--- config.mk ---
export PLATFORM = sky130hd
export DESIGN_NAME = alu_issue_flat
export DESIGN_NICKNAME = d
export VERILOG_FILES = /design/src/rtl/alu_issue_pkg.sv /design/src/rtl/alu_issue_if.sv /design/src/rtl/alu_issue_regfile.sv /design/src/rtl/alu_issue.sv /design/src/flat_wrapper.sv
export SDC_FILE = /design/constraint.sdc
export NUM_CORES = 1
export LEC_CHECK = 0
export CAP_MARGIN = 20
export CORE_MARGIN = 5
export CORE_UTILIZATION = 48
export DETAILED_ROUTE_END_ITERATION = 16
export PLACE_DENSITY = 0.75
export SETUP_SLACK_MARGIN = 0.05
export SLEW_MARGIN = 15
export SYNTH_ARGS = -nofsm -noshare
export SYNTH_HDL_FRONTEND = slang
export SYNTH_SLANG_ARGS = --single-unit
--- constraint.sdc ---
create_clock -name clk -period 1.7 [get_ports clk]
set_input_delay 0.255 -clock clk [delete_from_list [all_inputs] [get_ports clk]]
set_output_delay 0.255 -clock clk [all_outputs]
set_load 0.1 [all_outputs]
--- src/rtl/alu_issue_pkg.sv ---
// Shared definitions for the ALU issue stage: widths, ALU op codes, FSM states
// and the writeback-forwarding hit test used when ISSUE_BYPASS_EN is defined.
package alu_issue_pkg;

    localparam int DW    = 8;
    localparam int NREGS = 8;
    localparam int AW    = $clog2(NREGS);

    // Op code 3'b101 is deliberately left out: it is forwarded untouched to the ALU.
    typedef enum logic [2:0] {
        OP_ADD = 3'b000,
        OP_SUB = 3'b001,
        OP_AND = 3'b010,
        OP_OR  = 3'b011,
        OP_XOR = 3'b100,
        OP_SLT = 3'b110,
        OP_BZ  = 3'b111
    } alu_op_e;

    typedef enum logic [1:0] {
        ST_IDLE = 2'b00,
        ST_EXEC = 2'b01,
        ST_WB   = 2'b10
    } issue_state_e;

    // True when a source index names the register that is retiring this cycle.
    function automatic logic fwd_hit(
        input logic [AW-1:0] src,
        input logic [AW-1:0] rd,
        input logic          wb
    );
        return wb && (rd != '0) && (src == rd);
    endfunction

endpackage

--- src/rtl/alu_issue_if.sv ---
// Decode-side bus of the ALU issue stage: instruction handshake in, result pulse out.
// master = decode/consumer side, slave = the issue stage.
interface alu_issue_if;
    import alu_issue_pkg::*;

    logic            ins_valid;
    logic            ins_ready;
    logic [2:0]      ins_op;
    logic [AW-1:0]   ins_rs;
    logic [AW-1:0]   ins_rt;
    logic [DW-1:0]   ins_imm;
    logic            ins_use_imm;
    logic [AW-1:0]   ins_rd;
    logic            ins_wb;

    logic            res_valid;
    logic [DW-1:0]   res_data;
    logic            res_zero;
    logic [AW-1:0]   res_rd;

    modport master (
        output ins_valid, ins_op, ins_rs, ins_rt, ins_imm, ins_use_imm, ins_rd, ins_wb,
        input  ins_ready, res_valid, res_data, res_zero, res_rd
    );

    modport slave (
        input  ins_valid, ins_op, ins_rs, ins_rt, ins_imm, ins_use_imm, ins_rd, ins_wb,
        output ins_ready, res_valid, res_data, res_zero, res_rd
    );

endinterface

--- src/rtl/alu_issue_regfile.sv ---
// gcore_regfile: NREGS x DW architectural registers, two asynchronous read
// ports, one synchronous write port, R0 hardwired to zero, synchronous reset.
module gcore_regfile
    import alu_issue_pkg::*;
#(
    parameter int P_DW    = DW,
    parameter int P_NREGS = NREGS,
    parameter int P_AW    = AW
) (
    input  logic              clk,
    input  logic              rst,
    input  logic [P_AW-1:0]   ra_idx,
    output logic [P_DW-1:0]   ra_data,
    input  logic [P_AW-1:0]   rb_idx,
    output logic [P_DW-1:0]   rb_data,
    input  logic              we,
    input  logic [P_AW-1:0]   wa,
    input  logic [P_DW-1:0]   wd
);

    logic [P_DW-1:0] regs_q [P_NREGS];
    logic [P_DW-1:0] regs_d [P_NREGS];

    // Next register contents: a single write per cycle, writes to R0 dropped.
    always_comb begin
        regs_d = regs_q;
        if (we && (wa != '0)) begin
            regs_d[wa] = wd;
        end
    end

    // Register storage with synchronous clear.
    always_ff @(posedge clk) begin
        if (rst) begin
            regs_q <= '{default: '0};
        end else begin
            regs_q <= regs_d;
        end
    end

    assign ra_data = (ra_idx == '0) ? '0 : regs_q[ra_idx];
    assign rb_data = (rb_idx == '0) ? '0 : regs_q[rb_idx];

endmodule

--- src/rtl/alu_issue.sv ---
// alu_issue: operand-issue / writeback stage wrapped around the 8-bit registered ALU.
// IDLE -> EXEC -> WB -> IDLE; result reported two cycles after acceptance.
// Optional feature macro: ISSUE_BYPASS_EN (accept in WB, forward retiring result).
module alu_issue
    import alu_issue_pkg::*;
(
    input  logic             clk,
    input  logic             rst,
    alu_issue_if.slave       bus,
    output logic [2:0]       alu_op,
    output logic [DW-1:0]    alu_a,
    output logic [DW-1:0]    alu_b,
    input  logic [DW-1:0]    alu_ans,
    input  logic             alu_zero
);

    issue_state_e    state_q, state_d;
    logic [2:0]      op_q, op_d;
    logic [AW-1:0]   rd_q, rd_d;
    logic            wb_q, wb_d;
    logic [DW-1:0]   a_q, a_d;
    logic [DW-1:0]   b_q, b_d;

    logic            res_valid_q, res_valid_d;
    logic [DW-1:0]   res_data_q, res_data_d;
    logic            res_zero_q, res_zero_d;
    logic [AW-1:0]   res_rd_q, res_rd_d;

    logic [DW-1:0]   rf_data_a;
    logic [DW-1:0]   rf_data_b;
    logic [DW-1:0]   src_a;
    logic [DW-1:0]   src_rt;
    logic [DW-1:0]   src_b;
    logic            ins_ready;
    logic            accept;
    logic            rf_we;

    gcore_regfile u_regfile (
        .clk     (clk),
        .rst     (rst),
        .ra_idx  (bus.ins_rs),
        .ra_data (rf_data_a),
        .rb_idx  (bus.ins_rt),
        .rb_data (rf_data_b),
        .we      (rf_we),
        .wa      (rd_q),
        .wd      (alu_ans)
    );

`ifdef ISSUE_BYPASS_EN
    // A new instruction may enter while the previous one retires; any source
    // naming the retiring rd must see the ALU result, not the stale register.
    logic fwd_a;
    logic fwd_b;

    assign ins_ready = (state_q == ST_IDLE) || (state_q == ST_WB);
    assign fwd_a     = (state_q == ST_WB) && fwd_hit(bus.ins_rs, rd_q, wb_q);
    assign fwd_b     = (state_q == ST_WB) && fwd_hit(bus.ins_rt, rd_q, wb_q);
    assign src_a     = fwd_a ? alu_ans : rf_data_a;
    assign src_rt    = fwd_b ? alu_ans : rf_data_b;
`else
    assign ins_ready = (state_q == ST_IDLE);
    assign src_a     = rf_data_a;
    assign src_rt    = rf_data_b;
`endif

    assign src_b  = bus.ins_use_imm ? bus.ins_imm : src_rt;
    assign accept = bus.ins_valid && ins_ready;

    // The register file only changes while an instruction is retiring.
    assign rf_we = (state_q == ST_WB) && wb_q && (rd_q != '0);

    // Next-state and next-output computation for the issue FSM.
    always_comb begin
        state_d     = state_q;
        op_d        = op_q;
        rd_d        = rd_q;
        wb_d        = wb_q;
        a_d         = a_q;
        b_d         = b_q;
        res_valid_d = 1'b0;
        res_data_d  = res_data_q;
        res_zero_d  = res_zero_q;
        res_rd_d    = res_rd_q;

        case (state_q)
            ST_EXEC: begin
                state_d     = ST_WB;
                res_valid_d = 1'b1;
                res_rd_d    = rd_q;
            end
            ST_WB: begin
                state_d    = ST_IDLE;
                res_data_d = alu_ans;
                res_zero_d = alu_zero;
            end
            default: begin
                state_d = ST_IDLE;
            end
        endcase

        if (accept) begin
            state_d = ST_EXEC;
            op_d    = bus.ins_op;
            rd_d    = bus.ins_rd;
            wb_d    = bus.ins_wb;
            a_d     = src_a;
            b_d     = src_b;
        end
    end

    // FSM and all registered outputs; reset aborts any in-flight instruction.
    always_ff @(posedge clk) begin
        if (rst) begin
            state_q     <= ST_IDLE;
            op_q        <= OP_ADD;
            rd_q        <= '0;
            wb_q        <= 1'b0;
            a_q         <= '0;
            b_q         <= '0;
            res_valid_q <= 1'b0;
            res_data_q  <= '0;
            res_zero_q  <= 1'b0;
            res_rd_q    <= '0;
        end else begin
            state_q     <= state_d;
            op_q        <= op_d;
            rd_q        <= rd_d;
            wb_q        <= wb_d;
            a_q         <= a_d;
            b_q         <= b_d;
            res_valid_q <= res_valid_d;
            res_data_q  <= res_data_d;
            res_zero_q  <= res_zero_d;
            res_rd_q    <= res_rd_d;
        end
    end

    // Operand registers double as the ALU drive, so the ALU inputs only move on acceptance.
    assign alu_op = op_q;
    assign alu_a  = a_q;
    assign alu_b  = b_q;

    // The ALU result is only present during WB; the held copy covers the gaps between pulses.
    assign bus.ins_ready = ins_ready;
    assign bus.res_valid = res_valid_q;
    assign bus.res_data  = res_valid_q ? alu_ans : res_data_q;
    assign bus.res_zero  = res_valid_q ? alu_zero : res_zero_q;
    assign bus.res_rd    = res_rd_q;

endmodule

--- src/flat_wrapper.sv ---
// flat-port wrapper written by rule: the top's interface ports become plain ports
module alu_issue_flat import alu_issue_pkg::*;
  (clk, rst, alu_op, alu_a, alu_b, alu_ans, alu_zero, bus_ins_valid, bus_ins_op, bus_ins_rs, bus_ins_rt, bus_ins_imm, bus_ins_use_imm, bus_ins_rd, bus_ins_wb, bus_ins_ready, bus_res_valid, bus_res_data, bus_res_zero, bus_res_rd);
  alu_issue_if bus_i ();
  input  logic clk;
  input  logic rst;
  output logic [2:0] alu_op;
  output logic [DW-1:0] alu_a;
  output logic [DW-1:0] alu_b;
  input  logic [DW-1:0] alu_ans;
  input  logic alu_zero;
  input wire logic [$bits(bus_i.ins_valid)-1:0] bus_ins_valid;
  input wire logic [$bits(bus_i.ins_op)-1:0] bus_ins_op;
  input wire logic [$bits(bus_i.ins_rs)-1:0] bus_ins_rs;
  input wire logic [$bits(bus_i.ins_rt)-1:0] bus_ins_rt;
  input wire logic [$bits(bus_i.ins_imm)-1:0] bus_ins_imm;
  input wire logic [$bits(bus_i.ins_use_imm)-1:0] bus_ins_use_imm;
  input wire logic [$bits(bus_i.ins_rd)-1:0] bus_ins_rd;
  input wire logic [$bits(bus_i.ins_wb)-1:0] bus_ins_wb;
  output wire logic [$bits(bus_i.ins_ready)-1:0] bus_ins_ready;
  output wire logic [$bits(bus_i.res_valid)-1:0] bus_res_valid;
  output wire logic [$bits(bus_i.res_data)-1:0] bus_res_data;
  output wire logic [$bits(bus_i.res_zero)-1:0] bus_res_zero;
  output wire logic [$bits(bus_i.res_rd)-1:0] bus_res_rd;
  assign bus_i.ins_valid = bus_ins_valid;
  assign bus_i.ins_op = bus_ins_op;
  assign bus_i.ins_rs = bus_ins_rs;
  assign bus_i.ins_rt = bus_ins_rt;
  assign bus_i.ins_imm = bus_ins_imm;
  assign bus_i.ins_use_imm = bus_ins_use_imm;
  assign bus_i.ins_rd = bus_ins_rd;
  assign bus_i.ins_wb = bus_ins_wb;
  assign bus_ins_ready = bus_i.ins_ready;
  assign bus_res_valid = bus_i.res_valid;
  assign bus_res_data = bus_i.res_data;
  assign bus_res_zero = bus_i.res_zero;
  assign bus_res_rd = bus_i.res_rd;
  alu_issue u_core (.clk(clk), .rst(rst), .bus(bus_i), .alu_op(alu_op), .alu_a(alu_a), .alu_b(alu_b), .alu_ans(alu_ans), .alu_zero(alu_zero));
endmodule
Yosys cells after proc, flatten, opt, wreduce, memory -nomap -nowiden
Cells that the tools add are included.

word-level totals
  register bits after elaboration = 102
  input bits = 34
  output and inout port bits = 33
  word-level logic and storage cells = 55

cells by class
  $lt $le $gt $ge = 4
  equal/unequal tests = 2
  muxes and demuxes = 17
  bitwise logic cells = 3
  reductions and logical operators = 10

operators with widths
  operator            number
  $mux 8              9
  $bwmux 64           1
  $bmux 8 s3          2
  $demux 8 s3         1
  $ge 4x4->1 const B  3
  $not 3->4           3
  $logic_not 3->1     2
  $logic_and 1x1->1   5
  $lt 4x1->1 const B  1
  $mux 1              3
  $reduce_bool 3->1   1
  $eq 2x1->1 const B  1
  $eq 2x2->1 const B  1
  $logic_not 2->1     1
  $mux 2              1
  $reduce_or 2->1     1

Depth between registers and ports, before layout
Gate-level depths: netlist of run 1.

  depth after elaboration = 6
  mapped depth = 7
  gate-level depth less buffers = 4

By module
Synthesis of run 1 repeated with hierarchy kept, for this count alone.

unflattened totals
  cells, all modules = 463
  area, all modules = 4564.4 um^2

by module, submodules not included
  module         instances  cells each  area an instance (um^2)  seq. area each (um^2)
  gcore_regfile  1          331         3139.3                   1121.1
  alu_issue      1          132         1425.1                   760.7

Worst setup path before layout of run 1
Ideal clock, no wire load.

  kind = register -> register
  from = register u_core.state_q[1]
  to = register u_core.b_q[2], in the netlist u_core.alu_b[2]
  setup time = 0.130 ns
  arrival = 2.568 ns
  data required time = 1.570 ns
  setup slack = -0.998 ns
  cell stages (with the launch flop) = 7
  path buffers = 2
  clock period less this slack = 2.698 ns
  cell sequence = dfxtp_1 buf_2 nor2_1 a21oi_1 clkbuf_1 a22oi_1 o21ai_0

between the ends
  word-level cells in the longest chain between the ends = 2

ends and longest elaborated chain
  element                   RTL line            source
  start: declaration        alu_issue.sv:17     issue_state_e state_q, state_d;
  start signal: assignment  alu_issue.sv:126    state_q <= state_d;
  $logic_not 2->1           alu_issue.sv:62     assign ins_ready = (state_q == ST_IDLE);
  via bus_ins_ready         flat_wrapper.sv:20  output wire logic [$bits(bus_i.ins_ready)-1:0] bus_ins_ready;
  $logic_and 1x1->1         alu_issue.sv:68     assign accept = bus.ins_valid && ins_ready;
  end signal: assignment    alu_issue.sv:120    b_q <= '0;
  end signal: assignment    alu_issue.sv:131    b_q <= b_d;
  end: declaration          alu_issue.sv:22     logic [DW-1:0] b_q, b_d;

The timed path passes the listed nets, and every way through them passes these cells.
A chain may end at the register's enable or synchronous reset.

Worst setup path in the final report of run 1
  from = input bus_ins_rs[0]
  to = register u_core.a_q[3], in the netlist u_core.alu_a[3]

between the ends
  word-level cells in the longest chain between the ends = 5
  elaborated cells on any way between the ends = 6
  those cells by class = 4 x mux; 1 x bitwise; 1 x reduce/logical

ends and longest elaborated chain
  element                                    RTL line                 source
  start: declaration                         flat_wrapper.sv:14       input wire logic [$bits(bus_i.ins_rs)-1:0] bus_ins_rs;
  $not 3->4 (not written as such)            alu_issue_regfile.sv:41  assign ra_data = (ra_idx == '0) ? '0 : regs_q[ra_idx];
  $bmux 8 s3                                 alu_issue_regfile.sv:41
  $mux 8 (not written as such) (2 in a row)  alu_issue_regfile.sv:41
  $mux 8 *                                   alu_issue_regfile.sv:41
  end signal: assignment                     alu_issue.sv:119         a_q <= '0;
  end signal: assignment                     alu_issue.sv:130         a_q <= a_d;
  end: declaration                           alu_issue.sv:21          logic [DW-1:0] a_q, a_d;

Every way passes the cells marked *; elsewhere a longest branch is shown, timed or not. The select of a mux whose other input is x is not followed.

==> results of run 1 <==
[cells by family after synthesis]
group | Yosys count | share of synthesized area, %
AOI/OAI and AO/OA | 71 | 12.0
and+or+nand+nor | 134 | 14.9
DFF | 94 | 43.0
muxes | 99 | 26.0
buffers and inverters | 42 | 4.06
[timing repair]
item                                    4_1_cts  5_1_grt
endpoints found under the setup margin        6       28
setup buffers                                 0        3
pin swaps                                     1        0
resized for setup                             0        5
cloned                                        1        0
[per-stage QoR]
step / cell area, um^2 / hold WS (ns) / worst slack [ns] / power, mW
finish: 6010 / 0.442 / 0.0847 / 4.82
detailed placement: 5750 / 0.450 / -0.310 / 3.25
global route: 6010 / 0.451 / 0.0465 / 4.96
floorplan: 4410 / 0.388 / -0.0106 / 2.88
global placement: 5750 / 0.441 / -0.259 / 3.24
CTS: 5980 / 0.425 / 0.0155 / 4.82
[power groups by stage]
stage	Combinational, mW	Clock (mW)	Sequential [mW]
finish	0.920	1.60	2.30
global route	0.961	1.69	2.31
CTS	0.916	1.60	2.30
detailed placement	0.905	0	2.35
global placement	0.893	0	2.35
floorplan	0.354	0	2.52
[cell type report]
class / instances / share of cell area [%]
clock buffers: 11 / 2.71
flip-flops and latches: 94 / 31.4
multi-input cells: 305 / 38.9
clock inverters: 4 / 0.895
well taps: 108 / 2.25
repair buffers: 114 / 23.8
[final timing paths]
path                                                         from                                end  cells after the start  slack, ns
worst max-delay path                                bus_ins_rs[0]       u_core.alu_a[3]$_SDFFE_PP0P_                      5       0.08
worst min register to register  u_core.res_data_q[4]$_SDFFE_PP0N_  u_core.res_data_q[4]$_SDFFE_PP0N_                      2       0.47
worst max register to register       u_core.state_q[1]$_SDFF_PP0_      u_core.alu_op[2]$_SDFFE_PP0P_                      4       0.23
worst min-delay path                                          rst        u_core.rd_q[2]$_SDFFE_PP0P_                      3       0.44
[registers in the layout, indices dropped and copies added (netlist names)]
name / count
u_core.alu_b: 8
u_core.alu_op: 3
u_core.rd_q: 3
u_core.bus.res_valid: 1
u_core.state_q: 2
u_core.u_regfile.regs_q: 56
u_core.res_data_q: 8
u_core.alu_a: 8
u_core.res_zero_q: 1
u_core.wb_q: 1
u_core.bus.res_rd: 3
[layer usage]
metal,wire [um],vias up,track usage (%),share of wire [%]
li1,-,1754,-,-
met1,5090,1731,28.5,44
met2,5450,161,33.7,47
met3,905,13,3.48,7.8
met4,163,0,7.40,1.4
met5,0,-,0,0
[worst min-delay path, stage by stage]
cell     delay, ns
buf_2         0.19
a21oi_4       0.11
a22o_1        0.19
[cells in the final DEF, fill, tap and decap left out, types with 6 or more instances in the layout]
cell type	netlist	final
a22oi_1	6	6
nor2b_1	7	7
clkbuf_8	0	10
nand3_1	16	16
nand2_1	35	35
o21ai_0	14	14
mux2i_1	63	63
clkdlybuf4s50_1	0	30
buf_12	0	39
mux4_2	9	9
a32o_1	9	9
a22o_1	7	7
a21oi_1	18	17
buf_4	0	41
dfxtp_1	94	91
nor2_1	55	54
a221o_1	15	15
mux2_2	27	27
nand2b_1	10	10
==> impl_metrics.yaml, run 1 <==
worst_setup_path:
  crit_required_ns: 1.95
  path_cells: "clkdlybuf4s50_1 > buf_12 > mux4_2 > nand2b_1 > a32o_1"
  crit_path_max_fanout: 12
  slowest_stage: "clkdlybuf4s50_1"
  startpoint_type: "input port"
  path_delay_family: "buffers and inverters"
  crit_buf_inv: 2
  critical_path_class: "in -> reg"
  crit_arrival_ns: 1.86
  cp-end-kind: "register"
  cpPeakStageDelay_ns: 0.53
synthesis:
  ys_seq_area_share_pct: 43.0
  yosys-top-cells-area: "dfxtp_1 (43%), mux2i_1 (14%), mux2_2 (7.0%)"
  synthTopCellsByCount: "dfxtp_1 (94), mux2i_1 (63), nor2_1 (55)"
  netlist_instances: 440
  yosysWarnings: 0
  synthFlopType: "dfxtp_1"
  async_flop_share_pct: 0
  yosys_register_bits: 94
  syn-cell-area_um2: 4370
  ys_types: 31
  synth_most_common_cell: "dfxtp_1"
  avgSynthCellArea_um2: 9.94
  synth_fp_nets: 474
  synth-edff-count: 0
  yosysTopAreaCell: "dfxtp_1"
  synth_top_area_share_pct: 43.0
timing:
  fin_crit_ns: 1.62
  tightest_slew_ns: 0.680
  fin_tns_setup_ns: 0
  period_share_pct: 95.0
  timing.slew.headroom_pct: 54.7
  maxSlewViolCount: 0
  hold_violations: 0
  setup_viol: 0
  clock_skew_ns: 0.0103
  rsz0062_at_grt: "false"
  fmax_mhz: 619
power_and_ir_drop:
  clkPwrFrac_pct: 33.2
  ir_drop_mv: 0.465
  p_per_area_nw_per_um2: 802
  p_int_mw: 3.43
  switching_share_pct: 28.8
  p_seq_share_pct: 47.7
  combPwrFrac_pct: 19.1
  switchingPower_mw: 1.39
  leakage_nw: 2.55
global_route:
  grt_pass1_vias: 3608
  grt_pass1_wl_um: 18800
  track_usage_pct: 20.9
  antenna_found_initial: 0
  grt_max_degree: 71
  gr-total-overflow: 0
clock_tree:
  htreeDepth: 3
  clock_sinks: 94
  cts_made_buffers: 9
  cts_tree: "built"
  clk_latency_ns: 0.36
  hold_buffers: 0
  cts_root_buf: "clkbuf_8"
  clk_path_buf_depth: 2
  clk_pin_slew_ns: 0.09
cells_and_area:
  drive_above_1_share_pct: 27.3
  multiInputGateArea_um2: 2340
  n_fill_cell: 628
  final_core_util_pct: 68.2
  seq_area_um2: 1890
  area_delta_synth_final_pct: 37.5
  final_cells: 636
  layout.nets: 558
  antenna_cells: 0
detailed_routing:
  wire_per_inst_um: 18.3
  route.detailed.drc: 0
  drt_iter0_markers: 257
  num_vias: 3659
  drt-total-wl_um: 11600
  final_antenna_net_count: 0
  via_per_inst: 5.75
  dr.pass1.iters: 4
flow_run:
  maxCapViolCount: 0
outcome:
  status: "finished clean"
placement:
  dpl.cell_count: 617
  place_congestion: 0.889
  dp_hpwl_um: 8410
  portBuffers: 66
floorplanning:
  ios: 67
  dieArea_um2: 11100
  core_um2: 8810
  start_util_pct: 49.6
  fp.dieW_um: 105
  die_h_um: 105
  rows: 34
min_path:
  min_path_type: "in -> reg"
(Power assumes the default switching activity.)
==> run 2: changes to the inputs <==
Settings changed: SETUP_SLACK_MARGIN 0.05 to 0.15.
==> run 2 against run 1 <==
Wire length up 3.5%. First-iteration DRC count down 40%. Combinational power up 4.0%. Maximum frequency about the same. Clock skew up 0.0034 ns. Critical path type is now reg -> out. Critical endpoint is now bus_res_data[7]. Largest power group unchanged.
==> impl_metrics.yaml, run 2 (synthesis gave the netlist of run 1 again) <==
outcome:
  status: "finished clean"
power_and_ir_drop:
  p_seq_share_pct: 47.8
  p_int_mw: 3.38
  combPwrFrac_pct: 19.9
  clkPwrFrac_pct: 32.3
  ir_drop_mv: 0.358
  total_power_mw: 4.81
  switchingPower_mw: 1.43
  leakage_nw: 2.58
  switching_share_pct: 29.7
  p_per_area_nw_per_um2: 792
detailed_routing:
  route.detailed.drc: 0
  final_antenna_net_count: 0
  wire_per_inst_um: 18.8
  drt-total-wl_um: 12000
  via_per_inst: 5.84
  dr.pass1.iters: 5
  num_vias: 3728
  drt_iter0_markers: 153
global_route:
  grt_max_degree: 41
  gr-total-overflow: 0
  antenna_found_initial: 0
  grt_pass1_wl_um: 19600
  grt_pass1_vias: 3777
  track_usage_pct: 21.7
floorplanning:
  core_um2: 8810
  fp.dieW_um: 105
  dieArea_um2: 11100
  start_util_pct: 49.6
  ios: 67
  die_h_um: 105
  rows: 34
worst_setup_path:
  cp-end-kind: "output port"
  r2r-start: "u_core.state_q[1]$_SDFF_PP0_"
  ff2ff_setup_slack_ns: 0.25
  crit_buf_inv: 2
  crit_path_max_fanout: 5
  r2r_cells: 6
  cpPeakStageDelay_ns: 0.37
  crit_arrival_ns: 1.36
  rr_endpoint: "u_core.alu_b[5]$_SDFFE_PP0P_"
  path_delay_family: "flip-flops"
  crit_required_ns: 1.44
  startpoint_type: "register"
  critical_path_class: "reg -> out"
  slowest_stage: "dfxtp_4"
  path_cells: "buf_6 > mux2_4 > buf_12"
clock_tree:
  hold_buffers: 0
  cts_tree: "built"
  clock_sinks: 94
  cts_made_buffers: 9
  clk_latency_ns: 0.37
  cts_root_buf: "clkbuf_8"
  clk_path_buf_depth: 2
  clk_pin_slew_ns: 0.10
  htreeDepth: 3
min_path:
  hold_start: "rst"
  min_path_type: "in -> reg"
  hold_depth: 3
  holdPathEnd: "u_core.rd_q[1]$_SDFFE_PP0P_"
timing:
  tightest_slew_ns: 0.459
  rsz0062_at_grt: "true"
  period_share_pct: 95.0
  fmax_mhz: 619
  setup_viol: 0
  clock_skew_ns: 0.0137
  fin_crit_ns: 1.62
  fin_tns_setup_ns: 0
  maxSlewViolCount: 0
  hold_violations: 0
  fin_hold_ws_ns: 0.439
  timing.slew.headroom_pct: 69.4
cells_and_area:
  layout.nets: 559
  most-common-layout-cells: "dfxtp_1 (89), mux2i_1 (63), nor2_1 (54)"
  drive_above_1_share_pct: 27.9
  fin_area_um2: 6070
  area_delta_synth_final_pct: 38.8
  largest_reg_flops: 56
  antenna_cells: 0
  regMostFlops: "u_core.u_regfile.regs_q"
  final_common_cell: "dfxtp_1"
placement:
  portBuffers: 66
  dp_hpwl_um: 8400
  place_congestion: 0.892
  dpl_cell_area_um2: 5720
flow_run:
  maxCapViolCount: 0
==> run 2: power groups by stage <==
stage | registers (mW) | clock network, mW | logic, mW
global placement | 2.35 | 0 | 0.902
CTS | 2.30 | 1.55 | 0.937
floorplan | 2.52 | 0 | 0.364
finish | 2.30 | 1.55 | 0.957
global route | 2.30 | 1.67 | 0.995
detailed placement | 2.35 | 0 | 0.910
==> run 2: worst max-delay path by stage <==
stage	startpoint	endpoint	cells past startpoint
2_1_floorplan	u_core.bus.res_valid$_SDFF_PP0_	bus_res_data[2]	2
3_3_place_gp	bus_ins_rs[1]	u_core.alu_a[7]$_SDFFE_PP0P_	5
5_1_grt	u_core.bus.res_valid$_SDFF_PP0_	bus_res_data[7]	3
4_1_cts	u_core.bus.res_valid$_SDFF_PP0_	bus_res_data[2]	2
6_report	u_core.bus.res_valid$_SDFF_PP0_	bus_res_data[7]	3
3_5_place_dp	bus_ins_rt[0]	u_core.alu_b[0]$_SDFFE_PP0P_	6
==> run 2: worst register-to-register path, stage by stage, from the launching register on <==
cell and delay, ns:
dfxtp_2 0.37, buf_4 0.17, nor4b_4 0.34, and2_1 0.18, buf_4 0.14, a22oi_1 0.10, o21ai_1 0.10
==> run 2: layout make-up <==
class,count,area [um^2]
Timing Repair Buffer,115,1460
Clock inverter,6,68.8
Fill cell,649,2740
Clock buffer,10,138
Tap cell,108,135
Multi-Input combinational cell,305,2380
Sequential cell,94,1890
==> run 2: metrics by stage <==
step	util (%)	instances	setup slack [ns]
final	68.9	638	0.0843
after detailed placement	65.0	614	-0.360
after global placement	65.0	614	-0.294
after global routing	68.9	638	0.0519
after CTS	68.1	635	0.0638
after floorplan	-	440	0.0757
==> run 2: routing by layer <==
layer  vias to the layer above  routed length (um)  GRT usage (%)
met5                         -                   0              0
met2                       166                5550           34.6
li1                       1747                   -              -
met1                      1798                5410           29.5
met4                         0                 172           6.75
met3                        17                 887           4.58
==> run 2: timing repair <==
action,in CTS,in global routing
pin swaps,2,3
gates cloned,2,0
gates resized for setup,5,17
endpoints found under the setup margin,33,35
setup buffers,3,3
hold endpoints to repair,0,0
